<file path="src/rtl/ip4_axi_rd_arb.sv">
// Round-robin arbiter sharing one AXI read master (AR/R) among NREQ internal requesters.
// Latency: AR 1 cycle from req_arvalid to m_arvalid (one AR per 2 cycles); R routing is combinational.
// Backpressure: AR held stable in ISSUE until m_arready; m_rready follows the tagged requester's rready.
module ip4_axi_rd_arb #(
   parameter int NREQ   = 4,
   parameter int AW     = 32,
   parameter int DW     = 64,
   parameter int IDW    = 4,
   parameter int MAXOUT = 8,
   localparam int RIW   = $clog2(NREQ),
   localparam int CW    = $clog2(MAXOUT + 1)
) (
   input  logic                  clk,
   input  logic                  rst_n,
   // requester AR side
   input  logic [NREQ-1:0]       req_arvalid,
   output logic [NREQ-1:0]       req_arready,
   input  logic [NREQ*AW-1:0]    req_araddr,
   input  logic [NREQ*4-1:0]     req_arlen,
   input  logic [NREQ*IDW-1:0]   req_arid,
   // requester R side
   output logic [NREQ-1:0]       req_rvalid,
   input  logic [NREQ-1:0]       req_rready,
   output logic [DW-1:0]         req_rdata,
   output logic [1:0]            req_rresp,
   output logic                  req_rlast,
   output logic [IDW-1:0]        req_rid,
   // AXI master AR
   output logic                  m_arvalid,
   input  logic                  m_arready,
   output logic [AW-1:0]         m_araddr,
   output logic [3:0]            m_arlen,
   output logic [IDW+RIW-1:0]    m_arid,
   // AXI master R
   input  logic                  m_rvalid,
   output logic                  m_rready,
   input  logic [DW-1:0]         m_rdata,
   input  logic [1:0]            m_rresp,
   input  logic                  m_rlast,
   input  logic [IDW+RIW-1:0]    m_rid,
   // status
   output logic [CW-1:0]         outstanding,
   output logic                  err
);

   // AR payload as presented on the master port; the ID carries the requester index on top
   typedef struct packed {
      logic [AW-1:0]      addr;
      logic [3:0]         len;
      logic [IDW+RIW-1:0] id;
   } ar_t;

   typedef enum logic {
      ST_IDLE,
      ST_ISSUE
   } state_t;

   state_t          state_q, state_d;
   ar_t             ar_q, ar_sel;
   logic [RIW-1:0]  last_grant_q;
   logic [RIW-1:0]  gnt_idx;
   logic            gnt_vld;
   logic            grant;
   logic            ar_hs;
   logic            full;
   logic [CW-1:0]   outstanding_q;
   logic            err_q;

   logic [RIW-1:0]  sel;
   logic            sel_ok;
   logic [NREQ-1:0] rdy_sh;
   logic            r_hs;
   logic            rlast_hs;
   logic            bad_beat;
   logic            underflow;

   assign full = (outstanding_q == CW'(MAXOUT));

   // Round-robin search: first valid requester after last_grant, wrapping; nearest candidate wins
   always_comb begin
      logic [RIW-1:0] cand;
      gnt_vld = 1'b0;
      gnt_idx = '0;
      cand    = '0;
      for (int k = NREQ; k >= 1; k--) begin
         cand = RIW'((int'(last_grant_q) + k) % NREQ);
         if (req_arvalid[cand]) begin
            gnt_vld = 1'b1;
            gnt_idx = cand;
         end
      end
   end

   // Payload of the requester currently winning arbitration, ID tagged with its index
   always_comb begin
      ar_sel      = '0;
      ar_sel.addr = req_araddr[int'(gnt_idx)*AW +: AW];
      ar_sel.len  = req_arlen[int'(gnt_idx)*4 +: 4];
      ar_sel.id   = {gnt_idx, req_arid[int'(gnt_idx)*IDW +: IDW]};
   end

   // AR state register
   always_ff @(posedge clk or negedge rst_n) begin
      if (!rst_n) begin
         state_q <= ST_IDLE;
      end else begin
         state_q <= state_d;
      end
   end

   // AR next state and grant: grant only from IDLE with room left; ISSUE waits for the slave
   always_comb begin
      state_d     = state_q;
      req_arready = '0;
      grant       = 1'b0;
      ar_hs       = 1'b0;
      case (state_q)
         ST_IDLE: begin
            if (gnt_vld && !full) begin
               grant                = 1'b1;
               req_arready[gnt_idx] = 1'b1;
               state_d              = ST_ISSUE;
            end
         end
         ST_ISSUE: begin
            if (m_arready) begin
               ar_hs   = 1'b1;
               state_d = ST_IDLE;
            end
         end
         default: state_d = ST_IDLE;
      endcase
   end

   // Capture the granted request; payload stays frozen while the AR waits in ISSUE
   always_ff @(posedge clk or negedge rst_n) begin
      if (!rst_n) begin
         ar_q         <= '0;
         last_grant_q <= RIW'(NREQ - 1);
      end else if (grant) begin
         ar_q         <= ar_sel;
         last_grant_q <= gnt_idx;
      end
   end

   assign m_arvalid = (state_q == ST_ISSUE);
   assign m_araddr  = ar_q.addr;
   assign m_arlen   = ar_q.len;
   assign m_arid    = ar_q.id;

   // R routing: the ID tag selects the owning requester; data/resp/last/id are broadcast
   assign sel = m_rid[IDW+RIW-1:IDW];

   generate
      if (NREQ == (1 << RIW)) begin : g_pow2
         assign sel_ok = 1'b1;
      end else begin : g_npow2
         assign sel_ok = (sel < RIW'(NREQ));
      end
   endgenerate

   // Steer valid to the tagged requester; an impossible tag is sunk so the bus cannot lock up
   always_comb begin
      req_rvalid = '0;
      m_rready   = 1'b1;
      rdy_sh     = req_rready >> sel;
      if (sel_ok) begin
         req_rvalid[sel] = m_rvalid;
         m_rready        = rdy_sh[0];
      end
   end

   assign req_rdata = m_rdata;
   assign req_rresp = m_rresp;
   assign req_rlast = m_rlast;
   assign req_rid   = m_rid[IDW-1:0];

   assign r_hs      = m_rvalid && m_rready;
   assign rlast_hs  = r_hs && m_rlast;
   assign bad_beat  = m_rvalid && !sel_ok;
   assign underflow = rlast_hs && (outstanding_q == '0);

   // Outstanding-burst count: +1 per AR handshake, -1 per last beat, net zero when both coincide
   always_ff @(posedge clk or negedge rst_n) begin
      if (!rst_n) begin
         outstanding_q <= '0;
      end else if (ar_hs && !rlast_hs) begin
         outstanding_q <= outstanding_q + CW'(1);
      end else if (!ar_hs && rlast_hs && (outstanding_q != '0)) begin
         outstanding_q <= outstanding_q - CW'(1);
      end
   end

   // Sticky protocol error: unroutable beat or a last beat with nothing outstanding
   always_ff @(posedge clk or negedge rst_n) begin
      if (!rst_n) begin
         err_q <= 1'b0;
      end else if (bad_beat || underflow) begin
         err_q <= 1'b1;
      end
   end

   assign outstanding = outstanding_q;
   assign err         = err_q;

endmodule

</file>
<file path="config.mk">
export PLATFORM = sky130hd
export DESIGN_NAME = ip4_axi_rd_arb
export DESIGN_NICKNAME = d
export VERILOG_FILES = /design/src/rtl/ip4_axi_rd_arb.sv
export SDC_FILE = /design/constraint.sdc
export NUM_CORES = 1
export LEC_CHECK = 0
export ABC_AREA = 0
export CORE_AREA = 2 2 146 148
export DETAILED_ROUTE_END_ITERATION = 10
export DIE_AREA = 0 0 148 150
export HOLD_SLACK_MARGIN = 0.1
export PLACE_DENSITY = 0.63
export SYNTH_ARGS = -nofsm -noshare
export SYNTH_HDL_FRONTEND = slang
export SYNTH_SLANG_ARGS = --single-unit
</file>
<file path="constraint.sdc">
create_clock -name clk -period 2.7 [get_ports clk]
set_clock_uncertainty 0.1 [all_clocks]
set_input_delay 0.405 -clock clk [delete_from_list [all_inputs] [get_ports clk]]
set_output_delay 0.405 -clock clk [all_outputs]
set_load 0.01 [all_outputs]
</file>
# Word-level counts from Yosys, hierarchy flattened
# Cells that the tools add are included.
word_totals:
  regBits: 50
  in_bits: 245
  elab_cells: 73
op_classes:
  eq_ne: 1
  reduce_logical: 15
  n_shift: 4
  add_sub_neg: 6
  n_bitwise: 2
  magnitude_cmp: 8
  mux: 30
op_table:
  columns: ["cell", "count"]
  rows:
  - ["indexed part select 128 x 8 -> 32 bit", 1]
  - ["indexed part select 16 x 5 -> 4 bit", 2]
  - ["less-than comparator 2 x 3 -> 1 bit, second input constant", 6]
  - ["2-to-1 mux 4 bit", 4]
  - ["2-to-1 mux 1 bit", 15]
  - ["logical AND 1 bit", 9]
  - ["binary-select mux 1 bit (select 2 bit)", 4]
  - ["2-to-1 mux 2 bit", 4]
  - ["adder 2 x 1 -> 2 bit, second input constant", 2]
  - ["adder 2 bit, second input constant", 2]
  - ["adder 4 x 1 -> 4 bit, second input constant", 1]
  - ["AND 4 bit", 1]
  - ["demux 1 bit (select 2 bit)", 2]
  - ["equality test 4 bit, second input constant", 1]
  - [">= comparator 2 x 1 -> 1 bit, second input constant", 2]
  - ["zero test 4 bit", 1]
  - ["nonzero test 4 bit", 1]
  - [">> shifter 4 x 2 -> 1 bit", 1]
  - ["subtractor 4 x 1 -> 4 bit, second input constant", 1]
  - ["zero test 1 bit", 3]
  - ["one-hot mux 1 bit (2 select lines)", 1]
  - ["nonzero test 2 bit", 1]
  - ["NOT 1 bit", 1]

# Logic depth before layout (Yosys ltp)
logic_depth:
  word_depth: 13
  depth_mapped: 10

# Worst setup path before layout
# No wires, ideal clock.
synth_path:
  kind: "input-to-reg"
  startpoint: "input m_rid[4]"
  endpoint: "register outstanding_q[3] (netlist: outstanding[3])"
  cell_stages: 10
  arrival_time_ns: 2.503
  setup_slack_ns: -0.036
  n_path_buf: 1
  path_cell_list: "mux4_2 > and3_4 > buf_6 > or2_4 > ha_1 > a21o_1 > a21oi_1 > nor3_1 > a311oi_1 > a21oi_1"
synth_between:
  elab_chain_len: 6
synth_lines:
  columns: ["item", "line", "rtl"]
  rows:
  - ["start, declared", "40", "input logic [IDW+RIW-1:0] m_rid,"]
  - [">> shifter 4 x 2 -> 1 bit *", "166", "rdy_sh = req_rready >> sel;"]
  - ["logical AND 1 bit *", "178", "assign r_hs = m_rvalid && m_rready;"]
  - ["logical AND 1 bit *", "179", "assign rlast_hs = r_hs && m_rlast;"]
  - ["zero test 1 bit / logical AND 1 bit (equally long branches)", "187, 189", null]
  - ["logical AND 1 bit, on equally long branches", "187, 189", null]
  - ["2-to-1 mux 4 bit / nonzero test 2 bit (equally long branches)", null, null]
  - ["end signal, assigned", "188", "outstanding_q <= outstanding_q + CW'(1);"]
  - ["end signal, assigned", "190", "outstanding_q <= outstanding_q - CW'(1);"]
  - ["end, declared", "66", "logic [CW-1:0] outstanding_q;"]
# Every way passes the cells marked *; elsewhere a longest branch is shown, timed or not.
# A chain may end at the register's enable or synchronous reset.

# Worst setup path in the final report
layout_path:
  startpoint: "input req_rready[3]"
  endpoint: "register outstanding_q[3] (netlist: outstanding[3])"
layout_between:
  elab_chain_len: 6
layout_lines:
  columns: ["item", "line", "rtl"]
  rows:
  - ["start, declared", "23", "input logic [NREQ-1:0] req_rready,"]
  - [">> shifter 4 x 2 -> 1 bit *", "166", null]
  - ["logical AND 1 bit *", "178", null]
  - ["logical AND 1 bit *", "179", null]
  - ["zero test 1 bit / logical AND 1 bit (equally long branches)", "187, 189", null]
  - ["logical AND 1 bit, on equally long branches", "187, 189", null]
  - ["2-to-1 mux 4 bit / nonzero test 2 bit (equally long branches)", null, null]
# Marked as above.

==> flow_summary.ini <==
[die]
die_y_um = 150
start_util = 0.1886
die_area_um2 = 22200
pin_count = 373
row_count = 53
core-area_um2 = 20690
die_w_um = 148

[cells_and_area]
area.sequential_um2 = 1254
fillers = 2204
drive_above_1_share = 0.1129
final_util = 0.3120
syn_to_final_growth_pct = 65.41
final_nets = 876
multi_input_area_um2 = 2042

[setup_path]
crit_chain = clkdlybuf4s50_1 > mux4_2 > and3_4 > or2_4 > ha_1 > a21o_1 > a21oi_2 > nor3_2 > a311oi_1 > a21oi_1
endpoint_kind = register
critical_path.max_stage_delay_ps = 480
crit_slowest_cell = mux4_2
critPathRequiredTime_ps = 2780
path_max_fanout = 3
startpoint_type = input port
critical_path_arrival_ps = 2710
crit_family = compound AO/OA/AOI/OAI gates
crit_type = in -> reg
path_buf_inv = 1

[drt]
antenna_left = 0
drt_iter0_drc = 95
vias = 4039
routed_wl_um = 16330
first_pass_iters = 4
routedWlPerCell_um = 18.03
drc_errors = 0
vias_per_cell = 4.458

[global_routing]
grt_max_degree = 43
first_global_vias = 4137
grt_pass1_wl_um = 23900
grt_remaining_overflow = 0
antenna_found_initial = 3
track_usage = 0.1422

[sta]
fin_crit_sh = 0.9749
rsz0062_at_grt = false
setup_violations = 0
hold_viol_final = 0
min_period_ps = 2632
worst_pin_slew_ps = 705.7
tns_ps = 0
timing.fmax_mhz = 379.9
slew_violations = 0
relSlewSlack = 0.5295

[clock_network]
cts.sinks = 50
cts_buffers = 5
worstSkewPairLatency_ps = 300
path_clk_slew_ps = 70
cts_max_path_buffers = 2
htreeDepth = 2
ctsRootBufferMaster = clkbuf_16
cts_tree = yes

[power]
power.density_nw_per_um2 = 929.8
ir_worst_vdd_mv = 0.4462
p_leak_nw = 2.554

[logic_synthesis]
synthArstFlopShare = 1.000
synth_edf_count = 0
ys_types = 44
syn_inst = 458
synthesis.nets = 706
syn_area_per_cell_um2 = 8.521
yosysSeqAreaShare = 0.3213
ys_warn_count = 0
synthesis.area_um2 = 3902
synthFlopType = dfrtp_1
synth_seq_cells = 50

[place]
port_buffers = 232
post-dp-hpwl_um = 12160
gp_congestion = 0.7296

[hold_path]
hp-class = reg -> reg

[run]
max-cap-violations = 0

[run_status]
status = finished clean
worst paths after layout:
path	cells after the start	from	slack [ps]	to
hold / removal	1	err$_DFFE_PN0P_	370	err$_DFFE_PN0P_
max in group asynchronous	3	rst_n	1290	m_araddr[23]$_DFFE_PN0P_
setup / recovery	10	req_rready[3]	70	outstanding[3]$_DFFE_PN0P_
setup reg to reg	7	last_grant_q[0]$_DFFE_PN1P_	320	m_arid[3]$_DFFE_PN0P_
min in group asynchronous	2	rst_n	600	m_araddr[9]$_DFFE_PN0P_
hold reg to reg	1	err$_DFFE_PN0P_	370	err$_DFFE_PN0P_
sequential cells by signal, summed over array words and instances, names as in the netlist:
name          cells
m_arid            6
m_araddr         32
m_arvalid         1
last_grant_q      2
m_arlen           4
err               1
outstanding       4
cells in the final DEF, fill, tap and decap left out, types with 2 or more instances in the layout:
master,netlist,layout
nor2_1,43,41
nor4_1,2,2
buf_12,0,4
o21ai_0,3,3
nand2_1,45,45
o21a_1,2,2
dlygate4sd2_1,0,5
clkbuf_1,26,2
ha_1,2,2
nor3b_1,2,2
a21oi_1,4,2
buf_4,71,33
dfrtp_1,48,48
clkbuf_16,0,5
xor2_1,2,2
diode_2,0,2
nor3_1,45,42
clkdlybuf4s50_1,0,225
mux2i_1,41,41
a211oi_1,80,80
nor3_2,0,2
nand2b_1,3,3
mux2_4,2,2
dfstp_2,2,2
report_power, final:
part	total, W	leakage [nW]	switching, W	internal (W)
clock network	0.000745	0.0781	0.000306	0.000440
logic	0.00383	1.92	0.00191	0.00192
registers	0.00143	0.557	0.000271	0.00116
logic make-up after synthesis:
group | count (synthesis) | synth area share
mux | 44 | 0.1186
fa+ha+maj | 3 | 0.01154
flops | 50 | 0.3213
simple gates | 151 | 0.1751
compound gates | 100 | 0.1921
buf+inv | 108 | 0.1770
xor+xnor | 2 | 0.004489
cell type report:
| cell class | instances | share of cell area |
|---|---|---|
| diodes | 2 | 0.0007753 |
| multi-input cells | 300 | 0.3163 |
| clock inverters | 1 | 0.004652 |
| well taps | 275 | 0.05330 |
| inverters | 1 | 0.0005815 |
| repair buffers | 270 | 0.4096 |
| clock buffers | 7 | 0.02055 |
| flip-flops and latches | 50 | 0.1942 |
metal layers:
layer,vias up,track usage,share of wire
met5,-,0,0.00061
met4,2,0.06429,0.033
met3,59,0.04634,0.088
met2,206,0.2551,0.50
met1,1851,0.1522,0.38
li1,1921,-,-
repair_timing:
| action | CTS | global route |
|---|---|---|
| pin swaps | 5 | 5 |
| endpoints found under the setup margin | 6 | 3 |
| gates resized for setup | 12 | 4 |
| setup buffers | 2 | 1 |
| hold buffers | 1 | 0 |
| endpoints found under the hold margin | 22 | 0 |
through the flow:
step	area [µm²]	hold WS, ps	total power (W)	std cells	worst slack (ps)
floorplan	3906	9.409	0.003421	458	3.224
global placement	6235	357.9	0.005216	892	-364.2
detailed placement	6235	361.2	0.005277	892	-439.5
CTS	6437	378.8	0.006105	903	7.777
global route	6450	401.7	0.006449	904	2.146
finish	6455	373.9	0.006002	906	67.64
Yosys cell counts, types with 2 or more instances:
cell / number / area [µm²]
a211oi_1: 80 / 600.6
buf_4: 71 / 533.0
dfrtp_1: 48 / 1201
nand2_1: 45 / 168.9
nor3_1: 45 / 225.2
nor2_1: 43 / 161.4
mux2i_1: 41 / 410.4
clkbuf_1: 26 / 97.59
buf_2: 9 / 45.04
a21oi_1: 4 / 20.02
nand2b_1: 3 / 18.77
o21ai_0: 3 / 15.01
dfstp_2: 2 / 52.55
ha_1: 2 / 25.02
mux2_4: 2 / 30.03
nand3_1: 2 / 10.01
nor3b_1: 2 / 15.01
nor4_1: 2 / 12.51
o21a_1: 2 / 15.01
xor2_1: 2 / 17.52
Note: power is estimated with default switching activity, not from simulation.
